<file path="src/rtl/arduino_packet_rx.sv">
`default_nettype none
// ============================================================================
// Module  : arduino_packet_rx
// Brief   : Oversampled SPI-slave receiver for fixed-size Arduino IMU packets.
// Revision: 1.0
// ============================================================================
module arduino_packet_rx #(
  parameter int              PACKET_SIZE    = 16,
  parameter logic [7:0]      HEADER_BYTE    = 8'hAA,
  parameter int              TIMEOUT_CYCLES = 100000
) (
  input  logic                         clk,
  input  logic                         rst_n,
  input  logic                         ard_cs_n,
  input  logic                         ard_sck,
  input  logic                         ard_mosi,
  output logic                         ard_miso,
  output logic [PACKET_SIZE-1:0][7:0]  packet_buffer,
  output logic                         packet_valid,
  output logic                         initialized,
  output logic                         error,
  output logic [15:0]                  pkt_count
);

  localparam int BCW = $clog2(PACKET_SIZE + 1);
  localparam int BIW = $clog2(PACKET_SIZE);
  localparam int TW  = $clog2(TIMEOUT_CYCLES);

  typedef enum logic [1:0] {S_IDLE, S_RECV, S_ABORT, S_CHECK} state_t;

  state_t                        r_state, w_state_next;
  logic                          r_cs_meta, r_cs_sync, r_cs_dly;
  logic                          r_sck_meta, r_sck_sync, r_sck_dly;
  logic                          r_mosi_meta, r_mosi_sync;
  logic [6:0]                    r_shift;
  logic [2:0]                    r_bit_cnt;
  logic [BCW-1:0]                r_byte_cnt;
  logic                          r_long;
  logic [TW-1:0]                 r_timer;
  logic [PACKET_SIZE-1:0][7:0]   r_staging;

  logic w_sck_rise, w_cs_fall, w_cs_rise, w_timeout, w_pkt_ok;
  logic [7:0] w_byte;

  assign ard_miso   = 1'b0;
  assign w_sck_rise = r_sck_sync & ~r_sck_dly;
  assign w_cs_fall  = ~r_cs_sync & r_cs_dly;
  assign w_cs_rise  = r_cs_sync & ~r_cs_dly;
  assign w_timeout  = (r_timer == TW'(TIMEOUT_CYCLES - 1));
  assign w_byte     = {r_shift, r_mosi_sync};
  // A 17th byte leaves byte_cnt saturated at PACKET_SIZE, so r_long must veto it.
  assign w_pkt_ok   = (r_byte_cnt == BCW'(PACKET_SIZE)) && (r_bit_cnt == 3'd0) &&
                      (r_staging[0] == HEADER_BYTE) && !r_long;

  always_ff @(posedge clk or negedge rst_n) begin
    if (!rst_n) begin
      r_cs_meta   <= 1'b1;
      r_cs_sync   <= 1'b1;
      r_cs_dly    <= 1'b1;
      r_sck_meta  <= 1'b0;
      r_sck_sync  <= 1'b0;
      r_sck_dly   <= 1'b0;
      r_mosi_meta <= 1'b0;
      r_mosi_sync <= 1'b0;
    end else begin
      r_cs_meta   <= ard_cs_n;
      r_cs_sync   <= r_cs_meta;
      r_cs_dly    <= r_cs_sync;
      r_sck_meta  <= ard_sck;
      r_sck_sync  <= r_sck_meta;
      r_sck_dly   <= r_sck_sync;
      r_mosi_meta <= ard_mosi;
      r_mosi_sync <= r_mosi_meta;
    end
  end

  always_ff @(posedge clk or negedge rst_n) begin
    if (!rst_n) r_state <= S_IDLE;
    else        r_state <= w_state_next;
  end

  always_comb begin
    w_state_next = r_state;
    case (r_state)
      S_IDLE:  if (w_cs_fall) w_state_next = S_RECV;
      S_RECV: begin
        if (w_cs_rise)                      w_state_next = S_CHECK;
        else if (!w_sck_rise && w_timeout)  w_state_next = S_ABORT;
      end
      S_ABORT: if (w_cs_rise) w_state_next = S_IDLE;
      S_CHECK: w_state_next = S_IDLE;
      default: w_state_next = S_IDLE;
    endcase
  end

  always_ff @(posedge clk or negedge rst_n) begin
    if (!rst_n) begin
      r_shift       <= '0;
      r_bit_cnt     <= '0;
      r_byte_cnt    <= '0;
      r_long        <= 1'b0;
      r_timer       <= '0;
      r_staging     <= '0;
      packet_buffer <= '0;
      packet_valid  <= 1'b0;
      initialized   <= 1'b0;
      error         <= 1'b0;
      pkt_count     <= '0;
    end else begin
      packet_valid <= 1'b0;
      case (r_state)
        S_IDLE: begin
          if (w_cs_fall) begin
            r_shift    <= '0;
            r_bit_cnt  <= '0;
            r_byte_cnt <= '0;
            r_long     <= 1'b0;
            r_timer    <= '0;
          end
        end
        S_RECV: begin
          if (w_sck_rise) begin
            r_timer   <= '0;
            r_shift   <= w_byte[6:0];
            r_bit_cnt <= r_bit_cnt + 3'd1;
            if (r_bit_cnt == 3'd7) begin
              if (r_byte_cnt < BCW'(PACKET_SIZE)) begin
                r_staging[r_byte_cnt[BIW-1:0]] <= w_byte;
                r_byte_cnt <= r_byte_cnt + BCW'(1);
              end else begin
                r_long <= 1'b1;
              end
            end
          end else begin
            r_timer <= r_timer + TW'(1);
            if (w_timeout && !w_cs_rise) error <= 1'b1;
          end
        end
        S_CHECK: begin
          if (w_pkt_ok) begin
            packet_buffer <= r_staging;
            packet_valid  <= 1'b1;
            initialized   <= 1'b1;
            error         <= 1'b0;
            pkt_count     <= pkt_count + 16'd1;
          end else begin
            error <= 1'b1;
          end
        end
        default: ;
      endcase
    end
  end

endmodule
`default_nettype wire

</file>
<file path="config.mk">
export PLATFORM = sky130hd
export DESIGN_NAME = arduino_packet_rx
export DESIGN_NICKNAME = d
export VERILOG_FILES = /design/src/rtl/arduino_packet_rx.sv
export SDC_FILE = /design/constraint.sdc
export NUM_CORES = 1
export LEC_CHECK = 0
export ABC_CLOCK_PERIOD_IN_PS = 2250
export BUFFER_PORTS_ARGS = -buffer_cell sky130_fd_sc_hd__buf_2
export CORE_ASPECT_RATIO = 0.8
export CORE_UTILIZATION = 50
export CTS_BUF_LIST = sky130_fd_sc_hd__clkbuf_8
export CTS_CLUSTER_SIZE = 25
export DETAILED_ROUTE_END_ITERATION = 12
export HOLD_SLACK_MARGIN = 0.08
export PLACE_DENSITY = 0.7
export REMOVE_ABC_BUFFERS = 1
export SLEW_MARGIN = 20
export SYNTH_ARGS = -nofsm -noshare
export SYNTH_HDL_FRONTEND = slang
export SYNTH_SLANG_ARGS = --single-unit
</file>
<file path="constraint.sdc">
create_clock -name clk -period 2.25 [get_ports clk]
set_clock_uncertainty 0.15 [all_clocks]
set_input_delay 0 -clock clk [delete_from_list [all_inputs] [get_ports clk]]
set_output_delay 0 -clock clk [all_outputs]
set_load 0.01 [all_outputs]
</file>
=== Yosys cells after proc, flatten, opt, wreduce, memory -nomap -nowiden ===
Cells that the tools add are included.

* Bits in registers: 318
* Output and inout port bits: 148
* Logic and storage cells: 133

* Add/subtract/negate cells: 4
* Magnitude comparators: 3
* Equality and inequality tests: 16
* Mux-type cells: 33
* Bitwise logic cells: 6
* Reductions and logical operators: 21

{| class="wikitable"
|+ Operators with widths
! kind !! number
|-
| $bwmux W128 || 1
|-
| $mux W17 || 2
|-
| $pmux W17 S2 || 1
|-
| $demux W8 S4 || 1
|-
| $mux W5 || 4
|-
| $add A17 B1 Y17 const B || 1
|-
| $eq A17 B17 Y1 const B || 1
|-
| $add A16 B1 Y16 const B || 1
|-
| $ne A2 B2 Y1 const B || 8
|-
| $mux W7 || 2
|-
| $pmux W7 S2 || 1
|-
| $pmux W5 S2 || 1
|-
| $reduce_and A5 Y1 || 2
|-
| $mux W1 || 9
|-
| $reduce_and A3 Y1 || 3
|-
| $eq A8 B8 Y1 const B || 1
|-
| $mux W2 || 4
|-
| $mux W8 || 1
|-
| $pmux W2 S4 || 1
|-
| $logic_and A1 B1 Y1 || 6
|-
| $mux W3 || 2
|-
| $pmux W3 S2 || 1
|-
| $add A5 B1 Y5 const B || 1
|-
| $eq A5 B5 Y1 const B || 1
|-
| other kinds (17) || 27
|}

=== Longest topological paths before layout ===
Gate-level depths: netlist of run 1.

* Depth in word-level cells: 7
* Mapped depth: 9

=== Worst setup path before layout of run 1 ===
OpenSTA, ideal clock, no wires.

* Kind: register -> register
* From: register r_byte_cnt[0]
* To: register packet_buffer[103] in the netlist's numbering
* Data arrival time: 1993 ps
* Required time: 1975 ps
* Path slack: -17 ps
* Stages on the path, launching flop included: 10
* Buffers on the path: 2
* Period minus slack after synthesis: 2267 ps
* Path through: dfrtp_1 > inv_1 > ha_1 > buf_2 > and4_1 > nand2_1 > or2_1 > inv_1 > buf_6 > mux2_2

* Longest elaborated chain between the ends: 5

{| class="wikitable"
|+ Ends and longest elaborated chain
! element !! line !! text
|-
| from (decl) || 37 || <nowiki>logic [BCW-1:0] r_byte_cnt;</nowiki>
|-
| from (signal assigned) || 129 || <nowiki>r_byte_cnt <= r_byte_cnt + BCW'(1);</nowiki>
|-
| $eq A5 B5 Y1 || 52 || <nowiki>assign w_pkt_ok = (r_byte_cnt == BCW'(PACKET_SIZE)) && (r_bit_cnt == 3'd0) &&</nowiki>
|-
| $logic_and A1 B1 Y1 (2 in a row) || 52 ||
|-
| $logic_and A1 B1 Y1 || 53 || <nowiki>(r_staging[0] == HEADER_BYTE) && !r_long;</nowiki>
|-
| $reduce_and A2 Y1 (no line) || -- ||
|-
| to (signal assigned) || 141 || <nowiki>packet_buffer <= r_staging;</nowiki>
|-
| to (decl) || 18 || <nowiki>output logic [PACKET_SIZE-1:0][7:0] packet_buffer,</nowiki>
|}

Every way passes these cells.
A chain may end at the register's enable or synchronous reset.

=== Worst setup path after layout of run 1 ===
* From: register r_byte_cnt[0]
* To: register packet_buffer[125] in the netlist's numbering

The elaborated chain is that of the path after synthesis.

==> flow_metrics.env, run 1 <==
export IMPL_status="complete, no violations"
export IMPL_worst_path_max_fanout=20
export IMPL_crit_family="simple AND/OR/NAND/NOR gates"
export IMPL_hold_depth=0
export IMPL_yosys_top_cells_area="dfrtp_1 60%, mux2_2 13%, mux2_4 10%, buf_6 1.3%, nand3_4 1.1%"
export IMPL_path_class="reg2reg"
export IMPL_die_w_um=183
export IMPL_multiInputGateArea_mm2=0.00476
export IMPL_clock_sinks=318
export IMPL_clkPwrFrac_pct=39.4
export IMPL_synth_cell_types=56
export IMPL_antenna_found_initial=1
export IMPL_yosysSeqAreaShare_pct=61.0
export IMPL_maxCapViolations=0
export IMPL_peakVddDrop_uv=464
export IMPL_drt_pass1_iterations=4
export IMPL_critPathCaptureType="register"
export IMPL_clk_pin_slew_ns=0.06
export IMPL_switchingPower_mw=3.01
export IMPL_rsz0062_at_grt="no"
export IMPL_syn_inst=846
export IMPL_finalCriticalPeriod_ns=2.14
export IMPL_worst_r2r_path_depth=8
export IMPL_io_pins=153
export IMPL_drt_total_wl_um=27400
export IMPL_drive_above_1_share_pct=48.4
export IMPL_synth_seq_cells=318
export IMPL_cts_htree_levels=2
export IMPL_fin_area_mm2=0.0155
export IMPL_final_common_cell="dfrtp_1"
export IMPL_rows=52
export IMPL_nets=1067
export IMPL_final_antenna_net_count=0
export IMPL_hp_class="reg2reg"
export IMPL_yosys_warnings=0
export IMPL_switching_share_pct=25.9
export IMPL_grt_pass1_wl_um=44300
export IMPL_start_kind="register"
export IMPL_regArea_mm2=0.00796
export IMPL_p_total_mw=11.6
export IMPL_p_per_area_mw_per_mm2=751
export IMPL_async_flop_share_pct=100
export IMPL_cts_tree="built"
export IMPL_min_delay_start="r_mosi_meta"
export IMPL_cts_buffer_depth=3
export IMPL_first_iter_violations=345
export IMPL_seq_power_share_pct=53.6
export IMPL_cts_root_buf="clkbuf_8"
export IMPL_combPwrFrac_pct=6.9
export IMPL_setup_viol=0
export IMPL_worstSetupStartpoint="r_byte_cnt[0]"
export IMPL_wl_per_cell_um=19.1
export IMPL_synth_top_area_share_pct=60.4
export IMPL_syn_to_final_growth_pct=18.5
export IMPL_final_max_slew_violation_count=0
export IMPL_fmax_ghz=0.468
export IMPL_grtUsageTotal_pct=21.2
export IMPL_path_common_cell="buf_12"
export IMPL_first_global_vias=7797
export IMPL_numCtsBuffers=49
export IMPL_synth_largest_area_cell="dfrtp_1"
export IMPL_ys_flop_type="dfrtp_1"
export IMPL_grt_max_degree=63
export IMPL_core_mm2=0.0254
export IMPL_synth_area_per_cell_um2=15.4
export IMPL_cp_depth=8
export IMPL_fill_cells=2022
export IMPL_leakagePower_nw=8.46
export IMPL_timing_critical_path_cells="inv_1, ha_1, and4_1, nand2_1, or2_4, buf_12, buf_12, mux2_4"
export IMPL_slew_limit_headroom_pct=30.1
export IMPL_die_h_um=147
export IMPL_fp_dieArea_mm2=0.0268
export IMPL_pre_cts_slack_ns=0.0994
export IMPL_num_vias=7570
export IMPL_fin_setup_tns_ns=0
export IMPL_reg2reg_from="r_byte_cnt[0]"
export IMPL_path_buf_inv=3
export IMPL_diodes=0
export IMPL_syn_area_mm2=0.0131
export IMPL_hpwl_um=17600
export IMPL_min_period_over_period_pct=95.0
export IMPL_p_int_mw=8.62
export IMPL_setup_ws_ns=0.113
export IMPL_min_delay_worst_endpoint="r_mosi_sync"
export IMPL_worst_pin_slew_ns=1.05
export IMPL_overflow=0
export IMPL_cp_required_ns=2.52
export IMPL_cpMaxStageDelayCell="dfrtp_1"
export IMPL_r2r_slack_ns=0.11
export IMPL_crit_path_max_incr_delay_ns=0.37
export IMPL_worstSkewPairLatency_ns=0.55
export IMPL_arrival_ns=2.41
export IMPL_numPortBuffers=151
export IMPL_crit_reg2reg_capture="packet_buffer[125]"
export IMPL_start_util_pct=51.3
export IMPL_drc=0
export IMPL_placed_area_mm2=0.0144
export IMPL_viasPerCell=5.28
export IMPL_synth_edf_count=0
export IMPL_hold_viol=0
export IMPL_routabilityCongestion=0.799
export IMPL_layout_common_cells="315 x dfrtp_1, 153 x mux2_2, 150 x buf_2"
[cell type report]
cell class	count	share of cell area, %
Clock buffer	59	5.25
Multi-Input combinational cell	470	30.8
Timing Repair Buffer	201	8.58
Tap cell	351	2.84
Inverter	13	0.315
Sequential cell	318	51.5
Clock inverter	23	0.768
[power by group through the flow]
stage	Clock, mW	Combinational [mW]	Sequential [mW]
after floorplan	0	0.376	6.13
after global placement	0	0.785	6.34
after detailed placement	0	0.804	6.34
after CTS	4.71	0.818	6.24
after global routing	5.01	0.899	6.26
final	4.58	0.808	6.23
[metal layers]
| layer | global-route usage, % | up-vias | part of all wire (%) |
|---|---|---|---|
| met5 | 0 | - | 0 |
| met4 | 5.29 | 0 | 1.3 |
| met3 | 4.71 | 35 | 5.8 |
| met2 | 30.5 | 192 | 43 |
| met1 | 32.5 | 3911 | 50 |
| li1 | - | 3432 | - |
[cells in the mapped netlist (all sizes together) (2+ instances only)]
| cell type | number |
|---|---|
| inv | 13 |
| o211ai | 3 |
| a21oi | 16 |
| or3 | 2 |
| dfstp | 3 |
| buf | 28 |
| nand4 | 14 |
| xor2 | 15 |
| a31oi | 2 |
| mux2 | 252 |
| nor2 | 13 |
| nor2b | 6 |
| and2 | 6 |
| clkbuf | 17 |
| nand2b | 9 |
| nor4 | 10 |
| and3 | 2 |
| a22o | 9 |
| dfrtp | 315 |
| or4 | 6 |
| xnor2 | 5 |
| nand2 | 21 |
| or2 | 2 |
| nor3 | 10 |
| and4 | 5 |
| a41oi | 2 |
| o21ai | 9 |
| o31ai | 5 |
| ha | 9 |
| nand3 | 22 |
[how the worst max path moves through the flow]
stage,endpoint
3_3_place_gp,packet_buffer[50]
4_1_cts,packet_buffer[97]
3_5_place_dp,packet_buffer[97]
2_1_floorplan,packet_buffer[103]
6_report,packet_buffer[125]
5_1_grt,packet_buffer[123]
[worst register-to-register path: cells and delay by family (launching register included)]
family / cells / cell delay [ns]
buf+inv: 3 / 0.47
flops: 1 / 0.37
mux: 1 / 0.32
fa+ha+maj: 1 / 0.17
simple gates: 3 / 0.54
[cells by family (layout without fill, tap and decap cells)]
kind of cell             after synthesis  in the layout  share of synthesized area [%]
AND/OR/NAND/NOR                      136            136                           7.23
XOR/XNOR                              20             20                           1.34
flip-flops                           318            318                           61.0
AO/OA/AOI/OAI                         51             51                           2.55
multiplexers                         253            253                           24.4
buffers and inverters                 58            296                           2.62
adder cells (fa/ha/maj)                9              9                          0.862
other                                  1              1                         0.0287
[timing repair]
action                                 CTS  global route
setup endpoints to repair                0            71
endpoints found under the hold margin  321             0
setup buffers                            0             1
hold buffers                             8             0
resized for setup                        0             3
[stage by stage]
step / hold WS, ns / utilization (%) / cells
floorplan: -0.446 / - / 801
global placement: -0.159 / 56.8 / 1344
detailed placement: -0.151 / 56.8 / 1344
CTS: 0.195 / 60.7 / 1434
global route: 0.210 / 60.8 / 1435
finish: 0.198 / 60.8 / 1435
[state kept, by name, summed over array words and instances, names as in the netlist, 2 cells and up]
register       cells
r_staging        128
packet_buffer    128
pkt_count         16
r_state            2
r_bit_cnt          3
r_shift            7
r_byte_cnt         5
r_timer           17
(Power assumes the default switching activity.)
==> inputs of run 2 (changes only) <==
ABC_AREA = 1   (was unset)
==> flow_metrics.env, run 2 <==
export IMPL_clkPwrFrac_pct=40.8
export IMPL_io_pins=153
export IMPL_setup_viol=0
export IMPL_rsz0062_at_grt="no"
export IMPL_multiInputGateArea_mm2=0.00420
export IMPL_grt_pass1_wl_um=48700
export IMPL_cts_buffer_depth=3
export IMPL_fin_setup_tns_ns=0
export IMPL_drive_above_1_share_pct=17.8
export IMPL_switchingPower_mw=2.84
export IMPL_final_max_slew_violation_count=0
export IMPL_worst_path_max_fanout=29
export IMPL_hold_viol=0
export IMPL_routabilityCongestion=0.864
export IMPL_start_kind="register"
export IMPL_yosys_warnings=0
export IMPL_combPwrFrac_pct=7.6
export IMPL_r2r_slack_ns=0.19
export IMPL_timing_critical_path_cells="inv_1, ha_1, nand4_1, nor2_1, nand3_4, buf_4, buf_4, nand2_1, nand2_1"
export IMPL_clock_sinks=318
export IMPL_clk_pin_slew_ns=0.06
export IMPL_rows=51
export IMPL_hpwl_um=19300
export IMPL_cpMaxStageDelayCell="dfrtp_1"
export IMPL_seq_power_share_pct=51.6
export IMPL_critPathCaptureType="register"
export IMPL_final_cells=1932
export IMPL_yosysSeqAreaShare_pct=62.6
export IMPL_synthTopCellsByCount="620 x nand2_1, 315 x dfrtp_1, 112 x o21ai_0"
export IMPL_async_flop_share_pct=100
export IMPL_final_antenna_net_count=0
export IMPL_peakVddDrop_uv=411
export IMPL_cts_tree="built"
export IMPL_final_common_cell="nand2_1"
export IMPL_overflow=0
export IMPL_min_period_over_period_pct=91.5
export IMPL_placed_area_mm2=0.0140
export IMPL_core_mm2=0.0246
export IMPL_p_per_area_mw_per_mm2=754
export IMPL_fmax_ghz=0.485
export IMPL_grtUsageTotal_pct=23.6
export IMPL_dp_cells=1834
export IMPL_synth_most_common_cell="nand2_1"
export IMPL_finalCriticalPeriod_ns=2.06
export IMPL_fp_dieArea_mm2=0.0261
export IMPL_crit_path_max_incr_delay_ns=0.43
export IMPL_worst_pin_slew_ns=0.762
export IMPL_reg_top3="packet_buffer: 128 flops, r_staging: 128 flops, r_timer: 17 flops"
export IMPL_drc=0
export IMPL_yosys_top_cells_area="dfrtp_1 62%, nand2_1 18%, o21ai_0 4.4%, inv_1 1.9%, nor2_1 1.4%"
export IMPL_switching_share_pct=24.9
export IMPL_synth_seq_cells=318
export IMPL_arrival_ns=2.36
export IMPL_viasPerCell=5.09
export IMPL_layout_common_cells="620 x nand2_1, 315 x dfrtp_1, 150 x buf_2"
export IMPL_path_class="reg2reg"
export IMPL_p_total_mw=11.4
export IMPL_leakagePower_nw=8.19
export IMPL_die_w_um=180
export IMPL_cts_root_buf="clkbuf_8"
export IMPL_first_global_vias=9326
export IMPL_syn_area_mm2=0.0127
export IMPL_cts_htree_levels=2
export IMPL_fill_cells=2131
export IMPL_num_vias=9827
export IMPL_start_util_pct=51.6
export IMPL_drt_pass1_iterations=5
export IMPL_synth_top_area_share_pct=62.0
export IMPL_fin_area_mm2=0.0151
export IMPL_diodes=0
export IMPL_hp_class="reg2reg"
export IMPL_status="complete, no violations"
export IMPL_antenna_found_initial=0
export IMPL_die_h_um=145
export IMPL_numCtsBuffers=49
export IMPL_cts_resized=0
export IMPL_drt_total_wl_um=29800
export IMPL_slew_limit_headroom_pct=49.2
export IMPL_nets=1595
export IMPL_numPortBuffers=151
export IMPL_syn_to_final_growth_pct=18.5
export IMPL_syn_inst=1383
export IMPL_wl_per_cell_um=15.4
export IMPL_synth_cell_types=34
export IMPL_first_iter_violations=809
export IMPL_regArea_mm2=0.00796
export IMPL_worstSkewPairLatency_ns=0.57
export IMPL_p_int_mw=8.53
export IMPL_synth_edf_count=0
export IMPL_maxCapViolations=0
export IMPL_grt_max_degree=81
export IMPL_final_core_util_pct=61.2
export IMPL_synth_largest_area_cell="dfrtp_1"
export IMPL_synth_area_per_cell_um2=9.19
export IMPL_ys_flop_type="dfrtp_1"
export IMPL_cp_required_ns=2.55
run 2: cell types whose count changed after synthesis, sizes merged, moves of 8 or more:
cell    change
xor2        -9
nand2     +599
nand4      +16
nor2       +39
a22o        -8
nor4       -10
o21ai     +133
nand3       +8
clkbuf      +9
o22ai       +8
mux2      -252
inv        +54
nand2b      -9
run 2: final cells by class:
class | count | share of cell area, %
clock buffers | 59 | 5.39
clock inverters | 25 | 0.922
inverters | 68 | 1.71
multi-input cells | 937 | 27.9
flip-flops and latches | 318 | 52.8
well taps | 318 | 2.64
repair buffers | 207 | 8.59
run 2: layer usage:
| metal | wire (µm) | global-route usage, % | part of all wire, % |
|---|---|---|---|
| met5 | 0 | 0 | 0 |
| met2 | 13100 | 35.0 | 44 |
| met1 | 14700 | 36.2 | 49 |
| met3 | 1530 | 3.53 | 5.1 |
| met4 | 431 | 6.48 | 1.4 |
run 2: metrics by stage:
stage	setup WS, ns	hold WS [ns]
global placement	0.0830	-0.134
finish	0.190	0.201
floorplan	-2.26	-0.446
global route	0.0261	0.212
detailed placement	0.0719	-0.129
CTS	0.0661	0.204
run 2: path summary, 6_finish.rpt:
check                               from                 to  cells past startpoint
setup / recovery           r_byte_cnt[1]  packet_buffer[33]                      9
hold / removal                r_sck_meta         r_sck_sync                      0
setup reg to reg           r_byte_cnt[1]  packet_buffer[33]                      9
hold reg to reg               r_sck_meta         r_sck_sync                      0
max in group asynchronous          rst_n         r_timer[7]                      4
min in group asynchronous          rst_n   packet_buffer[4]                      3
run 2: power by group through the flow:
stage               combinational, mW  clock [mW]  sequential (mW)
finish                          0.866        4.63             5.87
global route                    0.962        5.01             5.87
CTS                             0.864        4.76             5.86
detailed placement              0.847           0             5.97
global placement                0.831           0             5.96
floorplan                       0.401           0             5.96
run 2: critical path: cells and delay by family, from the launching register on:
| kind | cells | cell delay [ns] |
|---|---|---|
| fa+ha+maj | 1 | 0.19 |
| flops | 1 | 0.43 |
| buf+inv | 3 | 0.62 |
| simple gates | 5 | 0.53 |
run 2: cells by family (layout without fill, tap and decap cells):
family,count (synthesis),count (layout),share of synthesized area (%)
compound gates,167,167,6.75
xor+xnor,11,11,0.758
fa+ha+maj,9,9,0.886
buf+inv,128,359,4.37
flops,318,318,62.6
other cells,1,1,0.0295
simple gates,749,749,24.6
run 2: repair_timing:
item,in CTS,in global routing
endpoints found under the setup margin,0,91
endpoints found under the hold margin,318,0
buffers inserted,0,6
hold buffers,8,0
